<file path="src/rtl/riscv_pkg.sv">
// Shared RV32 encoding constants, ALU op codes and encoder types.
// Used by the control path, the field packer and the encoder FSM.
package riscv_pkg;

  localparam logic [6:0] OP_R    = 7'b0110011;
  localparam logic [6:0] OP_I    = 7'b0010011;
  localparam logic [6:0] OP_LUI  = 7'b0110111;
  localparam logic [6:0] OP_JAL  = 7'b1101111;
  localparam logic [6:0] OP_JALR = 7'b1100111;
  localparam logic [6:0] OP_SYS  = 7'b1110011;

  localparam logic [3:0] ALU_AND   = 4'b0000;
  localparam logic [3:0] ALU_OR    = 4'b0001;
  localparam logic [3:0] ALU_XOR   = 4'b0010;
  localparam logic [3:0] ALU_ADD   = 4'b0011;
  localparam logic [3:0] ALU_SUB   = 4'b0100;
  localparam logic [3:0] ALU_MUL   = 4'b0101;
  localparam logic [3:0] ALU_MULH  = 4'b0110;
  localparam logic [3:0] ALU_MULHU = 4'b0111;
  localparam logic [3:0] ALU_SLL   = 4'b1000;
  localparam logic [3:0] ALU_SRL   = 4'b1001;
  localparam logic [3:0] ALU_SRA   = 4'b1010;
  localparam logic [3:0] ALU_SLT   = 4'b1100;
  localparam logic [3:0] ALU_SLTU  = 4'b1101;

  localparam logic [6:0] F7_BASE = 7'b0000000;
  localparam logic [6:0] F7_ALT  = 7'b0100000;
  localparam logic [6:0] F7_MUL  = 7'b0000001;

  typedef enum logic [2:0] {
    CMD_R     = 3'd0,
    CMD_I     = 3'd1,
    CMD_JAL   = 3'd2,
    CMD_JALR  = 3'd3,
    CMD_CSRRW = 3'd4,
    CMD_LI    = 3'd5
  } cmd_t;

  typedef enum logic [1:0] {
    ST_EMPTY = 2'd0,
    ST_FULL  = 2'd1,
    ST_PEND  = 2'd2
  } enc_state_t;

endpackage

</file>
<file path="src/rtl/instr_pack.sv">
// Combinational field packer: command fields -> one or two RV32 words.
// Ports: cmd/aluop/rd/rs1/rs2/imm/csr in; word0, word1, two_words, illegal out.
module instr_pack
  import riscv_pkg::*;
(
  input  logic [2:0]  cmd,
  input  logic [3:0]  aluop,
  input  logic [4:0]  rd,
  input  logic [4:0]  rs1,
  input  logic [4:0]  rs2,
  input  logic [31:0] imm,
  input  logic [11:0] csr,
  output logic [31:0] word0,
  output logic [31:0] word1,
  output logic        two_words,
  output logic        illegal
);

  logic [6:0]  r_f7;
  logic [2:0]  r_f3;
  logic        r_ok;
  logic [11:0] i_imm;
  logic [2:0]  i_f3;
  logic        i_ok;
  logic        shamt_ok;
  logic        jal_ok;
  logic        li_short;
  logic [19:0] lui_hi;

  assign shamt_ok = (imm[31:5] == 27'd0);
  // Signed 21-bit range means bits 31..20 all equal bit 20.
  assign jal_ok   = !imm[0] && ((imm[31:20] == 12'h000) ||
                                (imm[31:20] == 12'hfff));
  assign li_short = (imm[31:11] == 21'd0) ||
                    (imm[31:11] == 21'h1fffff);
  // Rounds up so the signed ADDI low part lands on the target.
  assign lui_hi   = imm[31:12] + {19'd0, imm[11]};

  always_comb begin
    r_f7 = F7_BASE;
    r_f3 = 3'b000;
    r_ok = 1'b1;
    case (aluop)
      ALU_ADD:   r_f3 = 3'b000;
      ALU_AND:   r_f3 = 3'b111;
      ALU_OR:    r_f3 = 3'b110;
      ALU_XOR:   r_f3 = 3'b100;
      ALU_SLL:   r_f3 = 3'b001;
      ALU_SRL:   r_f3 = 3'b101;
      ALU_SLT:   r_f3 = 3'b010;
      ALU_SLTU:  r_f3 = 3'b011;
      ALU_SUB:   r_f7 = F7_ALT;
      ALU_SRA: begin
        r_f7 = F7_ALT;
        r_f3 = 3'b101;
      end
      ALU_MUL:   r_f7 = F7_MUL;
      ALU_MULH: begin
        r_f7 = F7_MUL;
        r_f3 = 3'b001;
      end
      ALU_MULHU: begin
        r_f7 = F7_MUL;
        r_f3 = 3'b011;
      end
      default:   r_ok = 1'b0;
    endcase
  end

  always_comb begin
    i_imm = imm[11:0];
    i_f3  = 3'b000;
    i_ok  = 1'b1;
    case (aluop)
      ALU_ADD: i_f3 = 3'b000;
      ALU_AND: i_f3 = 3'b111;
      ALU_OR:  i_f3 = 3'b110;
      ALU_XOR: i_f3 = 3'b100;
      ALU_SLL: begin
        i_f3  = 3'b001;
        i_imm = {F7_BASE, imm[4:0]};
        i_ok  = shamt_ok;
      end
      ALU_SRL: begin
        i_f3  = 3'b101;
        i_imm = {F7_BASE, imm[4:0]};
        i_ok  = shamt_ok;
      end
      ALU_SRA: begin
        i_f3  = 3'b101;
        i_imm = {F7_ALT, imm[4:0]};
        i_ok  = shamt_ok;
      end
      default: i_ok = 1'b0;
    endcase
  end

  always_comb begin
    word0     = 32'd0;
    word1     = 32'd0;
    two_words = 1'b0;
    illegal   = 1'b0;
    case (cmd)
      CMD_R: begin
        word0   = {r_f7, rs2, rs1, r_f3, rd, OP_R};
        illegal = !r_ok;
      end
      CMD_I: begin
        word0   = {i_imm, rs1, i_f3, rd, OP_I};
        illegal = !i_ok;
      end
      CMD_JAL: begin
        word0   = {imm[20], imm[10:1], imm[11],
                   imm[19:12], rd, OP_JAL};
        illegal = !jal_ok;
      end
      CMD_JALR: begin
        word0 = {imm[11:0], rs1, 3'b000, rd, OP_JALR};
      end
      CMD_CSRRW: begin
        word0 = {csr, rs1, 3'b001, rd, OP_SYS};
      end
      CMD_LI: begin
        if (li_short) begin
          word0 = {imm[11:0], 5'd0, 3'b000, rd, OP_I};
        end else begin
          word0     = {lui_hi, rd, OP_LUI};
          word1     = {imm[11:0], rd, 3'b000, rd, OP_I};
          two_words = (imm[11:0] != 12'd0);
        end
      end
      default: illegal = 1'b1;
    endcase
  end

endmodule

</file>
<file path="src/rtl/instr_encoder.sv">
// Command-stream to RV32 word encoder with valid/ready on both sides.
// Ports: clk, rst, in_valid/in_ready + fields in; out_valid/out_ready, instr, err out.
module instr_encoder
  import riscv_pkg::*;
(
  input  logic        clk,
  input  logic        rst,
  input  logic        in_valid,
  output logic        in_ready,
  input  logic [2:0]  cmd,
  input  logic [3:0]  aluop,
  input  logic [4:0]  rd,
  input  logic [4:0]  rs1,
  input  logic [4:0]  rs2,
  input  logic [31:0] imm,
  input  logic [11:0] csr,
  output logic        out_valid,
  input  logic        out_ready,
  output logic [31:0] instr,
  output logic        err
);

  enc_state_t  state, state_n;
  logic [31:0] instr_n;
  logic [31:0] pend, pend_n;
  logic        err_n;
  logic [31:0] word0, word1;
  logic        two_words, illegal;
  logic        accept;

  instr_pack u_pack (
    .cmd       (cmd),
    .aluop     (aluop),
    .rd        (rd),
    .rs1       (rs1),
    .rs2       (rs2),
    .imm       (imm),
    .csr       (csr),
    .word0     (word0),
    .word1     (word1),
    .two_words (two_words),
    .illegal   (illegal)
  );

  assign in_ready  = !rst &&
                     ((state == ST_EMPTY) ||
                      ((state == ST_FULL) && out_ready));
  assign out_valid = (state != ST_EMPTY);
  assign accept    = in_valid && in_ready;

  always_comb begin
    state_n = state;
    instr_n = instr;
    pend_n  = pend;
    err_n   = 1'b0;
    case (state)
      ST_EMPTY, ST_FULL: begin
        if (accept && illegal) begin
          err_n = 1'b1;
          if (state == ST_FULL) state_n = ST_EMPTY;
        end else if (accept) begin
          instr_n = word0;
          pend_n  = word1;
          state_n = two_words ? ST_PEND : ST_FULL;
        end else if (state == ST_FULL && out_ready) begin
          state_n = ST_EMPTY;
        end
      end
      ST_PEND: begin
        if (out_ready) begin
          instr_n = pend;
          state_n = ST_FULL;
        end
      end
      default: state_n = ST_EMPTY;
    endcase
  end

  always_ff @(posedge clk) begin
    if (rst) begin
      state <= ST_EMPTY;
      instr <= 32'd0;
      pend  <= 32'd0;
      err   <= 1'b0;
    end else begin
      state <= state_n;
      instr <= instr_n;
      pend  <= pend_n;
      err   <= err_n;
    end
  end

endmodule

</file>
<file path="config.mk">
export PLATFORM = sky130hd
export DESIGN_NAME = instr_encoder
export DESIGN_NICKNAME = d
export VERILOG_FILES = /design/src/rtl/riscv_pkg.sv /design/src/rtl/instr_pack.sv /design/src/rtl/instr_encoder.sv
export SDC_FILE = /design/constraint.sdc
export NUM_CORES = 1
export LEC_CHECK = 0
export CAP_MARGIN = 20
export CORE_MARGIN = 2
export CORE_UTILIZATION = 33
export CTS_BUF_LIST = sky130_fd_sc_hd__clkbuf_8
export DETAILED_ROUTE_END_ITERATION = 10
export PLACE_DENSITY = 0.58
export SYNTH_ARGS = -nofsm -noshare
export SYNTH_HDL_FRONTEND = slang
export SYNTH_SLANG_ARGS = --single-unit
</file>
<file path="constraint.sdc">
create_clock -name clk -period 2.45 [get_ports clk]
set_input_delay 0.245 -clock clk [delete_from_list [all_inputs] [get_ports clk]]
set_output_delay 0.245 -clock clk [all_outputs]
set_load 0.05 [all_outputs]
</file>
# After elaboration in Yosys (flattened, before gate mapping)
# Index checks and enable logic that the tools add are counted.
[op_classes]
n_bitwise = 2
reduce_logical = 37
n_eq_ne = 26
n_addsub = 1
mux = 25
[ops]
columns = ["cell", "count"]
rows = [
  ["$mux 32", 6],
  ["$pmux 32 s6", 1],
  ["$pmux 32 s2", 1],
  ["$logic_not 27->1", 1],
  ["$pmux 12 s2", 1],
  ["$eq 21x21->1 const B", 1],
  ["$logic_not 21->1", 1],
  ["$pmux 3 s7", 1],
  ["$add 20x1->20", 1],
  ["$eq 4x4->1 const B", 5],
  ["$eq 4x3->1 const B", 4],
  ["$pmux 3 s5", 1],
  ["$reduce_or 2->1", 7],
  ["$reduce_or 13->1", 1],
  ["$eq 12x12->1 const B", 1],
  ["$logic_not 12->1", 1],
  ["$mux 2", 6],
  ["$pmux 6 s2", 1],
  ["$reduce_bool 12->1", 1],
  ["$reduce_or 3->1", 3],
  ["$eq 4x2->1 const B", 2],
  ["$eq 3x2->1 const B", 2],
  ["$eq 3x3->1 const B", 2],
  ["$ne 2x2->1 const B", 3],
  ["other kinds (21)", 37],
]
[word_totals]
in_bits = 70
ff_bits = 67
word_cells = 95
out_inout_bits = 35

# Longest topological paths before layout
# Gate-level depths: netlist of run 1.
[logic_depth]
ltp_word = 8
mapped_depth = 10
mapped_depth_nobuf = 9

# By module
# Synthesis of run 1 repeated with hierarchy kept, for this count alone.
[hier_totals]
cells_unflattened = 620
area_unflattened_um2 = 4724.5
[by_module_without_submodules]
columns = ["mod", "cells_per_inst", "area_each_um2", "n_inst", "seq_area_each_um2"]
rows = [
  ["instr_encoder", 361, 3086.7, 1, 1341.3],
  ["instr_pack", 259, 1637.8, 1, 0.0],
]

# Worst setup path after synthesis of run 1
# Ideal clock, no wire load.
[synth_timing]
kind = "register to register"
start = "register state[0]"
end = "register instr[30]"
path_slack_ns = 0.060
period_less_slack_ns = 2.390
path_buffers = 1
stages_incl_launch_ff = 7
arrival_time_ns = 2.272
setup_time_ns = 0.119
t_required_ns = 2.331
cell_sequence = "dfxtp_1 -> a211oi_2 -> nand2_1 -> o21ai_2 -> buf_4 -> o311ai_1 -> o221a_1"
[synth_between]
elab_chain_cells = 8
word_cells_on_any_way = 15
[synth_rtl]
columns = ["item", "line", "text"]
rows = [
  ["start: declaration", "instr_encoder.sv:23", "enc_state_t state, state_n;"],
  ["start signal: assignment", "instr_encoder.sv:86", "state <= state_n;"],
  ["$eq 2x1->1", "instr_encoder.sv:47", "((state == ST_FULL) && out_ready));"],
  ["$logic_and 1x1->1", "instr_encoder.sv:47", ""],
  ["$logic_or 1x1->1 *", "instr_encoder.sv:46", "((state == ST_EMPTY) ||"],
  ["$logic_and 1x1->1 *", "instr_encoder.sv:45", "assign in_ready = !rst &&"],
  ["named net in_ready", "instr_encoder.sv:9", "output logic in_ready,"],
  ["$logic_and 1x1->1 *", "instr_encoder.sv:49", "assign accept = in_valid && in_ready;"],
  ["$logic_and 1x1->1", "instr_encoder.sv:58", "if (accept && illegal) begin"],
  ["$ne 2x2->1 (no line)", "-", ""],
  ["$reduce_and 4->1 (no line) *", "-", ""],
  ["end signal: assignment", "instr_encoder.sv:87", "instr <= instr_n;"],
  ["end: declaration", "instr_encoder.sv:19", "output logic [31:0] instr,"],
]
# The timed path passes the listed nets; every way through them passes the cells marked *.
# A chain may end at the register's enable or synchronous reset.

# Worst setup path after layout of run 1
[layout_timing]
start = "input port imm[24]"
end = "register instr[25]"
[layout_between]
elab_chain_cells = 8
word_cells_on_any_way = 21
[layout_rtl]
columns = ["item", "line", "text"]
rows = [
  ["start: declaration", "instr_encoder.sv:15", "input logic [31:0] imm,"],
  ["parallel branches: the longest is 8 deep, another holds $add 20x1->20", "-", ""],
]
# Several ways; the timed one is not identified. The select of a mux whose other input is x is not followed.

==> results of run 1 <==
==> flip-flops by register name (all words and copies together) (netlist names) <==
signal	cells
instr	31
pend	18
state	2
err	1
==> layout make-up <==
cell class	instances	area [um2]
clock buffer	6	82.58
clock inverter	2	11.26
fill	956	4647
inverter	7	26.28
multi-input combinational	356	2318
sequential	52	1041
tap	136	170.2
timing repair buffer	208	1934
==> cell families after synthesis <==
| family | count (synthesis) | synth area share |
|---|---|---|
| multiplexers | 14 | 0.04106 |
| AO/OA/AOI/OAI | 150 | 0.2972 |
| XOR/XNOR | 13 | 0.03307 |
| AND/OR/NAND/NOR | 176 | 0.2634 |
| adder cells (fa/ha/maj) | 3 | 0.01090 |
| buffers and inverters | 39 | 0.05196 |
| flip-flops | 52 | 0.3023 |
==> timing repair <==
item | CTS | global route
setup buffers | 0 | 3
pin swaps | 0 | 8
cloned | 0 | 2
gates resized for setup | 2 | 26
hold buffers | 0 | 0
setup endpoints to repair | 8 | 49
==> worst max-delay path, delay by kind of cell <==
kind	cells	cell delay, ps
AO/OA/AOI/OAI	4	1110
buffers and inverters	4	920
AND/OR/NAND/NOR	3	320
==> where the power goes <==
group | total [uW] | switching [uW] | leakage, uW | internal, uW
registers | 904 | 22.7 | 0.000423 | 881
logic | 793 | 430 | 0.00172 | 363
clock network | 521 | 294 | 0.0000486 | 227
==> per-layer routing <==
metal  GRT usage  share of wire
met5           0              0
met4     0.07801          0.028
met3     0.03617          0.064
met2      0.4048           0.48
met1      0.3229           0.43
==> metrics by stage <==
step	area, um2	instances	power [uW]
2_1_floorplan	3443	447	1283
3_3_place_gp	5293	754	1678
3_5_place_dp	5293	754	1682
4_1_cts	5395	762	2199
5_1_grt	5584	767	2308
6_report	5584	767	2218
==> placed cells by master (no fill, tap or decap), types with 3 or more instances in the layout <==
cell type	instances
a211oi_1	5
o211ai_1	4
a31oi_1	3
a22o_1	3
buf_12	4
a22oi_1	9
o221a_2	4
nand2b_1	4
xor2_1	7
a21oi_1	53
inv_1	7
dfxtp_1	52
o21ai_0	24
o22ai_1	3
a311oi_1	3
mux2i_1	13
xnor2_1	6
nor3_1	14
nand3_1	34
o221a_1	3
nor2_1	29
nand4_1	8
nor3_2	3
buf_4	97
ha_1	3
nand2_1	54
clkdlybuf4s50_1	94
dlymetal6s2s_1	9
clkbuf_8	6
nor4_1	5
o211a_1	4
a221oi_1	8
==> worst max-delay path by stage <==
stage | startpoint | end | cells after the start
3_3_place_gp | aluop[3] | instr[25]$_SDFFE_PP0P_ | 9
6_report | imm[24] | instr[25]$_SDFFE_PP0P_ | 11
2_1_floorplan | state[0]$_SDFFE_PP0P_ | instr[30]$_SDFFE_PP0P_ | 6
3_5_place_dp | aluop[3] | instr[25]$_SDFFE_PP0P_ | 9
5_1_grt | imm[7] | instr[21]$_SDFFE_PP0P_ | 11
4_1_cts | imm[26] | instr[25]$_SDFFE_PP0P_ | 10
==> reports/metrics.cfg, run 1 <==
[status]
outcome=complete, no violations

[critical_path]
critical_path.most_common_cell=buf_12
cp-end-kind=flip-flop
regToRegEndpoint=instr[25]$_SDFFE_PP0P_
critPathArrivalTime_ps=2610
cp_slowest_cell=clkdlybuf4s50_1
path_max_fanout=7
critPathRequiredTime_ps=2680
critPathKind=primary input to flip-flop
worst_setup_path_start_kind=primary input
rrSetupSlack_ps=520
max_stage_delay_ps=500
rr_startpoint=state[1]$_SDFFE_PP0P_
crit_chain=clkdlybuf4s50_1 -> buf_4 -> and2_4 -> nand4_4 -> o311a_4 -> o21bai_4 -> o21ai_4 -> buf_12 -> buf_12 -> nor2_1 -> a211oi_1
rr_worst_depth=7

[logic_synthesis]
synth_area_leaders=dfxtp_1, a21oi_1, nand2_1, nand3_1, mux2i_1
synth_top_area_share=0.3023
synth_common_cells=nand2_1, a21oi_1, dfxtp_1
synth_area_leader_cell=dfxtp_1
yosysSeqAreaShare=0.3023
synth-seq-cells=52
yosysMostFrequentCell=nand2_1
synth.distinct_cells=68
avgSynthCellArea_um2=7.703
synthesis.area_mm2=0.003443
dominantRegCellSynth=dfxtp_1
yosys_warnings=0
async_flop_share=0
synth_cells=447
syn_nets=520
synth_edf_count=0

[placement]
portBuffers=104
place_congestion=0.9059
dp_hpwl_um=10570
place_ws_ps=-371.9

[sta]
max_clock_freq_ghz=0.4197
setup_viol=0
hold_ws_ps=297.5
report.final.slew_viol_count=0
fin_worst_skew_ps=11.76
final-hold-violation-count=0
relSlewSlack=0.6155
fin_setup_tns_ps=0
fin_crit_sh=0.9725
worstMarginPinSlew_ps=576.1
setup_slack_ps=67.46
post-route-min-period_ps=2383

[floorplan]
core_area_mm2=0.01023
die_h_um=106.2
die_w_um=106.2
dieArea_mm2=0.01127
initial_core_util=0.3366
num_io_pins=105
num_rows=37

[grt]
grtUsageTotal=0.2433
antenna_found_initial=0
grt_start_max_net_pins=38
grt_pass1_wl_um=21650
grt_overflow=0
first_global_vias=4121

[clocking]
ctsLongestPathBuffers=2
clk_pin_slew_ps=100
cts_root_buffer=clkbuf_8
cts_tree=yes
cts.htree.levels=2
numCtsBuffers=5
clk_latency_ps=310
clkSinkCount=52

[run]
maxCapViolCount=0

[routing]
drc=0
drtAntennaViolNets=0
wire_per_inst_um=18.49
vias_per_cell=5.638
via_count=4324
drtPass1Iterations=7
drt_iter0_drc=331
wl_um=14180

[layout]
finish.utilization=0.5458
syn_to_final_growth_pct=62.17
n_antenna_cell=0
layout.nets=703
drive_above_1_share=0.2282

[pwr]
p_per_area_mw_per_mm2=397.2
irDropWorstVdd_v=0.0002679
leakage_uw=0.002188

[min_path]
holdCritStartpoint=imm[6]
worstHoldEndpoint=pend[26]$_SDFFE_PP0P_
hold_class=primary input to flip-flop
holdPathStages=3

No activity file was read; power rests on OpenSTA's default activity.
==> inputs of run 2 (changes only) <==
Settings changed: GPL_ROUTABILITY_DRIVEN from default to 0.
==> run 2 against run 1 <==
- cell count is 0.39% lower
- sequential power hardly changed
- first-iteration DRC count is 18% lower
- clock-buffer cell count stayed put
- wire length is 7.2% lower
- combinational power is 2.8% lower
- via count is 0.14% lower
- clock skew is 4.9 ps lower
- non-clock buffer count is 3 lower
- core utilization is 1.2 points lower
- critical path type unchanged
- largest cell class unchanged
==> reports/metrics.cfg, run 2 (synthesis results as in run 1) <==
[status]
outcome=complete, no violations

[placement]
dp_hpwl_um=10090  ; -4.5%
portBuffers=104  ; unchanged
dpl_cell_area_mm2=0.005260  ; -0.61%

[clocking]
cts_tree=yes
cts.htree.levels=2  ; unchanged
ctsLongestPathBuffers=2  ; unchanged
hold_buffers=0  ; unchanged
clk_latency_ps=310  ; about the same
clkSinkCount=52  ; unchanged
cts_root_buffer=clkbuf_8
numCtsBuffers=5  ; unchanged
clk_pin_slew_ps=100  ; about the same

[layout]
registers.top_by_ff_count=instr
final_cell_mix=clkdlybuf4s50_1, buf_4, a21oi_1, nand2_1, dfxtp_1
multi_input_area_mm2=0.002296  ; -0.97%
largest_reg_flops=31  ; unchanged
layout.nets=700  ; -0.43%
n_antenna_cell=0  ; unchanged
syn_to_final_growth_pct=58.65
layout.cells.most_common=clkdlybuf4s50_1
fillCellCount=978  ; +2.3%
drive_above_1_share=0.2197  ; -0.008464
design_area_mm2=0.005463  ; -2.2%
reg.largest.list=instr (31), pend (18), state (2)
register_area_mm2=0.001041  ; unchanged

[sta]
worstMarginPinSlew_ps=602.1  ; +25.96 ps
final-hold-violation-count=0  ; unchanged
relSlewSlack=0.5982  ; -0.01733
report.final.slew_viol_count=0  ; unchanged
fin_setup_tns_ps=0  ; unchanged
setup_viol=0  ; unchanged
post-route-min-period_ps=2381  ; -1.707 ps
fin_crit_sh=0.9718  ; about the same
hold_ws_ps=457.6  ; +160.1 ps
fin_worst_skew_ps=6.875  ; -4.887 ps
max_clock_freq_ghz=0.4200  ; about the same

[grt]
first_global_vias=4125  ; +0.097%
grtUsageTotal=0.2304  ; -0.01294
grt_start_max_net_pins=38  ; unchanged
antenna_found_initial=0  ; unchanged
grt_overflow=0  ; unchanged
grt_pass1_wl_um=20690  ; -4.5%

[floorplan]
die_w_um=106.2  ; unchanged
initial_core_util=0.3366  ; unchanged
dieArea_mm2=0.01127  ; unchanged
num_io_pins=105  ; unchanged
die_h_um=106.2  ; unchanged
num_rows=37  ; unchanged
core_area_mm2=0.01023  ; unchanged

[critical_path]
startpoint=imm[5]
rr_worst_depth=7  ; unchanged
critPathArrivalTime_ps=2590  ; -20 ps
rr_startpoint=state[1]$_SDFFE_PP0P_
critPathKind=primary input to flip-flop
path_max_fanout=6  ; -1
critPathRequiredTime_ps=2660  ; -20 ps
worst_setup_path_start_kind=primary input
cp-end-kind=flip-flop

[routing]
via_count=4318  ; -0.14%
wire_per_inst_um=17.22  ; -6.8%
drt_iter0_drc=272  ; -18%
vias_per_cell=5.652  ; +0.25%
drtPass1Iterations=5  ; -2
wl_um=13160  ; -7.2%
drc=0  ; unchanged
drtAntennaViolNets=0  ; unchanged

[run]
maxCapViolCount=0  ; unchanged

[pwr]
p_per_area_mw_per_mm2=401.0  ; +0.97%
irDropWorstVdd_v=0.0002647  ; -1.2%
leakage_uw=0.002111  ; -3.5%

[min_path]
holdPathStages=2  ; -1
hold_class=flip-flop to flip-flop
holdCritStartpoint=pend[4]$_SDFFE_PP0P_

[run 2: cell count changes in the layout (fill, tap and decap cells not counted), sizes merged]
| cell | delta |
|---|---|
| clkdlybuf4s50 | +7 |
| clkbuf | -2 |
| buf | -1 |
| dlymetal6s2s | -7 |
[run 2: cell type report]
type | instances | share of cell area
tap | 136 | 0.03115
clock buffer | 6 | 0.01512
timing repair buffer | 205 | 0.3360
sequential | 52 | 0.1906
multi-input combinational | 356 | 0.4203
clock inverter | 2 | 0.002061
inverter | 7 | 0.004810
[run 2: metrics by stage]
| step | worst slack (ps) | std cells | power, uW | util |
|---|---|---|---|---|
| 3_5_place_dp | -313.3 | 753 | 1672 | 0.5141 |
| 5_1_grt | -16.90 | 764 | 2281 | 0.5339 |
| 4_1_cts | 6.870 | 761 | 2184 | 0.5242 |
| 3_3_place_gp | -300.6 | 753 | 1667 | 0.5141 |
| 6_report | 69.16 | 764 | 2191 | 0.5339 |
| 2_1_floorplan | 59.83 | 447 | 1283 | - |
[run 2: critical path, stage by stage]
cell and delay [ps]:
clkdlybuf4s50_1 500, nor4_2 330, buf_4 170, nand4_1 130, nor4b_4 380, o21bai_4 100
o21ai_4 190, buf_2 230, nand2_1 70, o221a_2 230
[run 2: what timing repair did]
| action | CTS | global route |
|---|---|---|
| cloned | 0 | 1 |
| setup buffers | 0 | 2 |
| resized for setup | 1 | 17 |
| pin swaps | 0 | 3 |
| endpoints found under the setup margin | 1 | 50 |
[run 2: report_power, final]
| part | internal, uW | switching [uW] | total (uW) |
|---|---|---|---|
| Clock | 226 | 290 | 516 |
| Sequential | 881 | 22.3 | 903 |
| Combinational | 353 | 418 | 771 |
[run 2: final timing paths]
path | endpoint | slack, ps
setup reg to reg | instr[18]$_SDFFE_PP0P_ | 500
hold reg to reg | pend[4]$_SDFFE_PP0P_ | 460
hold / removal | pend[4]$_SDFFE_PP0P_ | 460
setup / recovery | instr[18]$_SDFFE_PP0P_ | 70
[run 2: metal layers]
layer / track usage / part of all wire
met1: 0.2996 / 0.43
met2: 0.3773 / 0.47
met3: 0.04721 / 0.081
met4: 0.08177 / 0.028
met5: 0 / 0
==> inputs of run 3 (changes only) <==
Settings changed: CAP_MARGIN 20 to default, PLACE_DENSITY 0.58 to 0.54, SYNTH_HIERARCHICAL from default to 1.
==> run 3 against run 2 <==
- cell count grew 25%
- clock skew grew 4.2 ps
- sequential power increased by 33%
- flip-flop and latch count rose by 15
- critical path type unchanged
- highest routed layer unchanged
==> reports/metrics.cfg, run 3 <==
[floorplan]
num_io_pins=105  ; unchanged
die_h_um=123.7  ; +16%
num_rows=43  ; +16%
initial_core_util=0.3391  ; +0.002496
dieArea_mm2=0.01529  ; +36%
die_w_um=123.7  ; +16%
core_area_mm2=0.01393  ; +36%

[layout]
finish.utilization=0.5062  ; -0.02770
design_area_mm2=0.007054  ; +29%
drive_above_1_share=0.2481  ; +0.02833
fillCellCount=1304  ; +33%
layout.nets=846  ; +21%
register_area_mm2=0.001341  ; +29%
multi_input_area_mm2=0.003157  ; +37%
syn_to_final_growth_pct=49.31
layout.cells.most_common=buf_4
n_antenna_cell=0  ; unchanged
final_cell_mix=buf_4, clkdlybuf4s50_1, dfxtp_1
reg.largest.list=instr (32), pend (32), state (2)

[critical_path]
cp-end-kind=flip-flop
max_stage_delay_ps=520  ; +20 ps
critPathArrivalTime_ps=2610  ; +20 ps
rr_startpoint=state[1]$_SDFFE_PP0P_
path_max_fanout=6  ; unchanged
crit_chain=clkdlybuf4s50_1 -> and4b_1 -> nand2_1 -> nor3_2 -> o311ai_4 -> nor4b_4 -> buf_4 -> o21bai_4 -> buf_6 -> a211oi_2
critPathKind=primary input to flip-flop
worst_setup_path_start_kind=primary input
cp_slowest_cell=clkdlybuf4s50_1
startpoint=imm[18]
critPathRequiredTime_ps=2720  ; +60 ps

[clocking]
clk_pin_slew_ps=80  ; -20 ps
hold_buffers=0  ; unchanged
cts_root_buffer=clkbuf_8
clk_latency_ps=350  ; +40 ps
cts.htree.levels=3  ; +1
numCtsBuffers=9  ; +4
clkSinkCount=67  ; +29%
ctsLongestPathBuffers=2  ; unchanged
cts_tree=yes

[run]
maxCapViolCount=0  ; unchanged

[sta]
fin_worst_skew_ps=11.03  ; +4.159 ps
fin_crit_sh=0.9561  ; -0.01568
grt_setup_unrepaired=false
setup_viol=0  ; unchanged
final-hold-violation-count=0  ; unchanged
max_clock_freq_ghz=0.4269  ; +1.6%
report.final.slew_viol_count=0  ; unchanged
relSlewSlack=0.5958  ; -0.002425
post-route-min-period_ps=2342  ; -38.43 ps
worstMarginPinSlew_ps=598.8  ; -3.299 ps

[logic_synthesis]
synth_area_leaders=dfxtp_1, nor4_1, a21oi_1, nand4_1, o21ai_0
avgSynthCellArea_um2=7.620  ; -1.1%
synth_area_leader_cell=dfxtp_1
synth_top_area_share=0.2839  ; -0.01843
dominantRegCellSynth=dfxtp_1
synth-seq-cells=67  ; +29%
synth.distinct_cells=66  ; -2.9%
synth_common_cells=dfxtp_1, nand2_1, clkbuf_1
synthesis.area_mm2=0.004725  ; +37%
yosysMostFrequentCell=dfxtp_1
async_flop_share=0  ; unchanged
yosys_warnings=6  ; +6
yosysSeqAreaShare=0.2839  ; -0.01843
synth_cells=620  ; +39%
synth_edf_count=0  ; unchanged

[routing]
drc=0  ; unchanged
vias_per_cell=5.843  ; +3.4%
via_count=5598  ; +30%
wl_um=18790  ; +43%
drtPass1Iterations=5  ; unchanged
drt_iter0_drc=453  ; +67%
wire_per_inst_um=19.62  ; +14%
drtAntennaViolNets=0  ; unchanged

[pwr]
combPwrFrac=0.337  ; -0.015
irDropWorstVdd_v=0.0004353  ; +64%
p_per_area_mw_per_mm2=471.3  ; +18%
clockPowerShare=0.303  ; +0.067
seqPwrFrac=0.360  ; -0.052
total_power_uw=3325  ; +52%
p_int_uw=2200  ; +51%
leakage_uw=0.002937  ; +39%
p_sw_frac=0.3383  ; +0.004866
power_switching_uw=1125  ; +54%

[grt]
grt_pass1_wl_um=29040  ; +40%
first_global_vias=5437  ; +32%
antenna_found_initial=0  ; unchanged
grtUsageTotal=0.2465  ; +0.01612
grt_overflow=0  ; unchanged
grt_start_max_net_pins=41  ; +7.9%

[min_path]
holdCritStartpoint=imm[11]
hold_class=primary input to flip-flop

[placement]
portBuffers=104  ; unchanged
dpl_cell_area_mm2=0.006538  ; +24%
dp_hpwl_um=13730  ; +36%

[status]
outcome=complete, no violations

==> run 3: path summary, 6_finish.rpt <==
kind | end | depth (start not counted) | slack (ps)
max reg2reg | instr[7]$_SDFFE_PP0P_ | 6 | 590
max | instr[25]$_SDFFE_PP0P_ | 10 | 110
min | pend[31]$_SDFFE_PP0P_ | 6 | 440
min reg2reg | pend[13]$_SDFFE_PP0P_ | 2 | 480
==> run 3: cell families (layout without fill, tap and decap cells) <==
kind of cell,count (synthesis),after routing,share of synthesized area
compound gates,207,207,0.3035
simple gates,232,232,0.2802
mux,7,7,0.01483
fa+ha+maj,4,4,0.01006
flops,67,67,0.2839
other cells,1,7,0.0007937
buf+inv,95,247,0.09375
xor+xnor,7,7,0.01298
==> run 3: timing repair <==
action,4_1_cts,5_1_grt
setup buffers,2,0
setup endpoints to repair,65,57
resized for setup,16,42
pin swaps,6,14
gates cloned,1,2
==> run 3: layout make-up <==
type | instances | area share
repair buffers | 221 | 0.2946
well taps | 180 | 0.03193
clock buffers | 9 | 0.01756
multi-input cells | 464 | 0.4475
clock inverters | 7 | 0.01295
inverters | 10 | 0.005321
flip-flops and latches | 67 | 0.1901
==> run 3: worst max-delay path, delay by kind of cell <==
| family | cells | cell delay (ps) |
|---|---|---|
| AOI/OAI and AO/OA | 3 | 540 |
| buffers and inverters | 3 | 880 |
| and+or+nand+nor | 4 | 930 |
==> run 3: per-layer routing <==
metal  wire, um  part of all wire  track usage  up-vias
li1           -                 -            -     2679
met1       8674              0.46       0.3540     2633
met2       8283              0.44       0.3736      251
met3       1287             0.068      0.04167       35
met4        549             0.029      0.08097        0
met5          0                 0            0        -
==> run 3: power by group through the flow <==
stage          logic [uW]  clock network (uW)  registers (uW)
3_5_place_dp         1060                   0            1220
4_1_cts              1090                1030            1200
2_1_floorplan         404                   0            1390
3_3_place_gp         1050                   0            1220
6_report             1120                1010            1200
5_1_grt              1190                1070            1200
==> run 3: per-stage QoR <==
step                      std cells  hold slack [ps]  setup WS (ps)  TNS, ps
after floorplan                 626            314.1          34.07        0
after global placement          937            462.3         -548.6   -33860
after detailed placement        937            468.9         -623.0   -34490
after CTS                       956            483.2          7.439        0
after global routing            958            464.1          9.666        0
final                           958            442.2          107.6        0
